[src/rtl/pc_flags_unit.sv]
// Program counter and status-flag register slice feeding the control FSM.
// Evaluates the CR16 branch condition codes against the registered flags.
module pc_flags_unit #(
  parameter int                     PC_WIDTH = 16,
  parameter int                     IMEM_AW  = 9,
  parameter logic [PC_WIDTH-1:0]    RESET_PC = '0
) (
  input  logic                clk,
  input  logic                rst,
  input  logic                pc_en,
  input  logic [1:0]          pc_mode,
  input  logic [3:0]          cond,
  input  logic [7:0]          disp,
  input  logic [PC_WIDTH-1:0] jmp_target,
  input  logic                alu_flags_en,
  input  logic [4:0]          alu_flags_sel,
  input  logic [4:0]          alu_flags,
  output logic [PC_WIDTH-1:0] pc_out,
  output logic [IMEM_AW-1:0]  imem_addr,
  output logic [PC_WIDTH-1:0] link_addr,
  output logic [4:0]          flags,
  output logic                taken
);

  localparam logic [1:0] MODE_INC  = 2'b00;
  localparam logic [1:0] MODE_BRA  = 2'b01;
  localparam logic [1:0] MODE_JMP  = 2'b10;

  logic [PC_WIDTH-1:0]        pc_q, pc_d;
  logic [4:0]                 flags_q, flags_d;
  logic                       taken_q, taken_d;
  logic [PC_WIDTH-1:0]        pc_inc;
  logic signed [PC_WIDTH-1:0] disp_ext;
  logic                       cond_ok;

  // Flag order is {N,Z,F,L,C}.
  function automatic logic cond_eval(input logic [3:0] c, input logic [4:0] f);
    logic n, z, fl, l, cy;
    n  = f[4];
    z  = f[3];
    fl = f[2];
    l  = f[1];
    cy = f[0];
    case (c)
      4'b0000: cond_eval = z;
      4'b0001: cond_eval = ~z;
      4'b0010: cond_eval = cy;
      4'b0011: cond_eval = ~cy;
      4'b0100: cond_eval = l;
      4'b0101: cond_eval = ~l;
      4'b0110: cond_eval = n;
      4'b0111: cond_eval = ~n;
      4'b1000: cond_eval = fl;
      4'b1001: cond_eval = ~fl;
      4'b1010: cond_eval = ~l & ~z;
      4'b1011: cond_eval = l | z;
      4'b1100: cond_eval = ~n & ~z;
      4'b1101: cond_eval = n | z;
      4'b1110: cond_eval = 1'b1;
      default: cond_eval = 1'b0;
    endcase
  endfunction

  assign pc_inc   = pc_q + PC_WIDTH'(1);
  assign disp_ext = {{(PC_WIDTH-8){disp[7]}}, disp};
  // Conditions see the registered flags, so a same-cycle flag write is not visible yet.
  assign cond_ok  = cond_eval(cond, flags_q);

  always_comb begin
    pc_d    = pc_q;
    taken_d = taken_q;
    if (pc_en) begin
      case (pc_mode)
        MODE_INC: begin
          pc_d    = pc_inc;
          taken_d = 1'b0;
        end
        MODE_BRA: begin
          pc_d    = cond_ok ? pc_q + disp_ext : pc_inc;
          taken_d = cond_ok;
        end
        MODE_JMP: begin
          pc_d    = cond_ok ? jmp_target : pc_inc;
          taken_d = cond_ok;
        end
        default: begin
          pc_d    = pc_q;
          taken_d = 1'b0;
        end
      endcase
    end
  end

  always_comb begin
    flags_d = flags_q;
    if (alu_flags_en) begin
      flags_d = (flags_q & ~alu_flags_sel) | (alu_flags & alu_flags_sel);
    end
  end

  always_ff @(posedge clk) begin
    if (rst) begin
      pc_q    <= RESET_PC;
      flags_q <= 5'b0;
      taken_q <= 1'b0;
    end else begin
      pc_q    <= pc_d;
      flags_q <= flags_d;
      taken_q <= taken_d;
    end
  end

  assign pc_out    = pc_q;
  assign imem_addr = pc_q[IMEM_AW-1:0];
  assign link_addr = pc_inc;
  assign flags     = flags_q;
  assign taken     = taken_q;

endmodule

[config.mk]
export PLATFORM = sky130hd
export DESIGN_NAME = pc_flags_unit
export DESIGN_NICKNAME = d
export VERILOG_FILES = /design/src/rtl/pc_flags_unit.sv
export SDC_FILE = /design/constraint.sdc
export NUM_CORES = 1
export LEC_CHECK = 0
export ABC_AREA = 1
export BUFFER_PORTS_ARGS = -buffer_cell sky130_fd_sc_hd__buf_2
export CAP_MARGIN = 0
export CORE_MARGIN = 2
export CORE_UTILIZATION = 52
export DETAILED_ROUTE_END_ITERATION = 7
export GPL_TIMING_DRIVEN = 0
export PLACE_DENSITY = 0.87
export SLEW_MARGIN = 20
export SYNTH_ARGS = -nofsm -noshare
export SYNTH_HDL_FRONTEND = slang
export SYNTH_SLANG_ARGS = --single-unit
export TNS_END_PERCENT = 100
[constraint.sdc]
create_clock -name clk -period 2.4 [get_ports clk]
set_input_delay 0.48 -clock clk [delete_from_list [all_inputs] [get_ports clk]]
set_output_delay 0.48 -clock clk [all_outputs]
set_load 0.005 [all_outputs]
==> results.ini <==
[logic_synthesis]
synthAdderAreaFrac_pct = 9.61
synth_mux_area_share_pct = 0
synth_top_cells_by_count = nand2_1, inv_1, a21oi_1, nand3_1
ys_seq_elements = 22
synth-edff-count = 0
synth-simple-area-share_pct = 42.0
synth.area.top_cells = nand2_1, dfxtp_1, ha_1
ys_types = 38
yosysTopAreaCell = nand2_1
yosysWarnings = 0
synth_compound_area_share_pct = 15.9
synth.avg_cell_area_um2 = 5.88
syn_inst = 456
synth_top_family_by_area = simple AND/OR/NAND/NOR gates
yosys_most_used_dff = dfxtp_1
synthArstFlopShare_pct = 0
syn_nets = 520
synth.cell_area_um2 = 2680
netlist.area_leader.share_pct = 21.0
ys_seq_area_share_pct = 16.4
synth_most_common_cell = nand2_1
synth-xor-area-share_pct = 3.92

[timing]
setup_slack_ns = 0.0956
post-route-period-util_pct = 96.0
setup_violations = 0
rsz0062_at_grt = true
fin_skew_ns = 0.00525
hold_ws_ns = 0.429
max_freq_mhz = 434
tns_ns = 0
finalHoldViolCount = 0
fin_crit_ns = 2.30
slew_violations = 0
tightest_slew_ns = 0.577
slew_headroom_pct = 61.5

[grt]
grt_pass1_wl_mm = 12.2
grt-ovfl-total = 0
grt_max_degree = 13
grt_util_all_layers_pct = 27.2
antenna_found_initial = 0
grt_pass1_vias = 2709

[clock_tree]
clock_latency_ns = 0.26
h-tree-depth = 1
cts_tree = built
clkTransAtPathRegs_ns = 0.08
clockBufferDepth = 2
root_buffer = clkbuf_8
cts_buffers = 3
clock_sinks = 22
postCtsHoldBufs = 0

[critical_path]
cp.required_ns = 1.92
path_cells = ha_2 -> nand3_2 -> nor2_4 -> nand3_4 -> nor2_4 -> nand2_1 -> xor2_1 -> inv_1 -> buf_2
crit_type = reg -> out
cpMostUsedCell = nor2_4
cp-end-kind = output port
r2r_slack_ns = 0.17
critPathSlowestCell = dfxtp_4
cp_max_fo = 5
critPathMaxStageDelay_ns = 0.39
startpoint_type = flop
worstPathArrival_ns = 1.82
r2r_cells = 13

[routing]
dr_wl_met3_um = 601
drt_iter0_drc = 263
met1_length_mm = 3.49
wl_mm = 8.12
vias_per_cell = 5.35
vias = 3340
ant_nets = 0
drc = 0
top_layer = met4
wire_per_inst_um = 13.0
wl_met2_mm = 3.89
firstDrtPassIters = 5

[power]
vdd.ir_drop.worst_mv = 0.440
leakagePower_nw = 1.87
powerDensity_nw_per_um2 = 386
power.total_mw = 1.30

[flow_run]
maxCapViolations = 0

[outcome]
status = finished clean

[die]
ios = 91
dieWidth_um = 75.8
die_height_um = 75.8
placementRows = 26
dieArea_um2 = 5750
fp.coreArea_um2 = 5040
initial_core_util_pct = 53.2

[final_layout]
regArea_um2 = 454
area_delta_synth_final_pct = 26.0
multi_input_area_um2 = 1970
antenna_cells = 0
nNetsFinal = 619
drive_gt1_share_pct = 26.5
nFillCells = 462

[placement]
io_buffers = 89
hpwl_mm = 6.40
dp_slack_ns = 0.0106
routabilityCongestion = 0.951

[hold_path]
holdPathStages = 2
hold_class = in -> reg

-- final timing paths --
check	from	endpoint
setup reg to reg	pc_out[0]	pc_out[10]
setup / recovery	pc_out[1]	link_addr[14]
hold / removal	pc_en	taken
hold reg to reg	flop	flop
-- what timing repair did --
| action | CTS | global route |
|---|---|---|
| pin swaps | 3 | 3 |
| gates resized for setup | 7 | 13 |
| endpoints found under the setup margin | 5 | 8 |
| buffers inserted | 3 | 2 |
-- power by group --
group / internal, mW / switching [mW]
clock: 0.146 / 0.121
sequential: 0.393 / 0.0455
combinational: 0.246 / 0.352
total: 0.785 / 0.519
-- logic make-up after synthesis --
| group | Yosys count |
|---|---|
| AND/OR/NAND/NOR | 248 |
| XOR/XNOR | 12 |
| flip-flops | 22 |
| AO/OA/AOI/OAI | 81 |
| adder cells (fa/ha/maj) | 20 |
| buffers and inverters | 73 |
-- through the flow --
stage / cell area, um2 / utilization (%) / instances
2_1_floorplan: 2680 / - / 456
3_3_place_gp: 3210 / 63.7 / 615
3_5_place_dp: 3210 / 63.7 / 615
4_1_cts: 3310 / 65.7 / 622
5_1_grt: 3380 / 67.0 / 624
6_report: 3380 / 67.0 / 624
-- critical path, delay by kind of cell, from the launching register on --
kind / cells / cell delay, ns
XOR/XNOR: 1 / 0.18
adder cells (fa/ha/maj): 1 / 0.21
buffers and inverters: 2 / 0.20
flip-flops: 1 / 0.39
AND/OR/NAND/NOR: 5 / 0.59
-- cell usage in the layout (no fill, tap or decap), drive strengths merged --
master / count
a21oi: 47
a31o: 1
a31oi: 4
and2: 1
and3: 1
buf: 107
clkbuf: 10
dfxtp: 22
fa: 1
ha: 19
inv: 54
nand2: 152
nand3: 42
nand3b: 4
nand4: 11
nor2: 27
nor3: 4
nor4: 1
o211ai: 1
o21a: 1
o21ai: 26
o31ai: 1
or2: 5
xnor2: 4
xor2: 8
-- cell type report --
| class | count | area share, % |
|---|---|---|
| Buffer | 19 | 3.70 |
| Clock buffer | 4 | 1.63 |
| Inverter | 54 | 6.00 |
| Multi-Input combinational cell | 361 | 58.2 |
| Sequential cell | 22 | 13.4 |
| Tap cell | 70 | 2.59 |
| Timing Repair Buffer | 94 | 14.4 |
-- layer usage --
layer / up-vias / GRT usage (%)
met5: - / 0
met2: 156 / 46.4
met3: 16 / 3.44
met4: 0 / 6.04
li1: 1688 / -
met1: 1480 / 36.7
No activity file was read; power rests on OpenSTA's default activity.
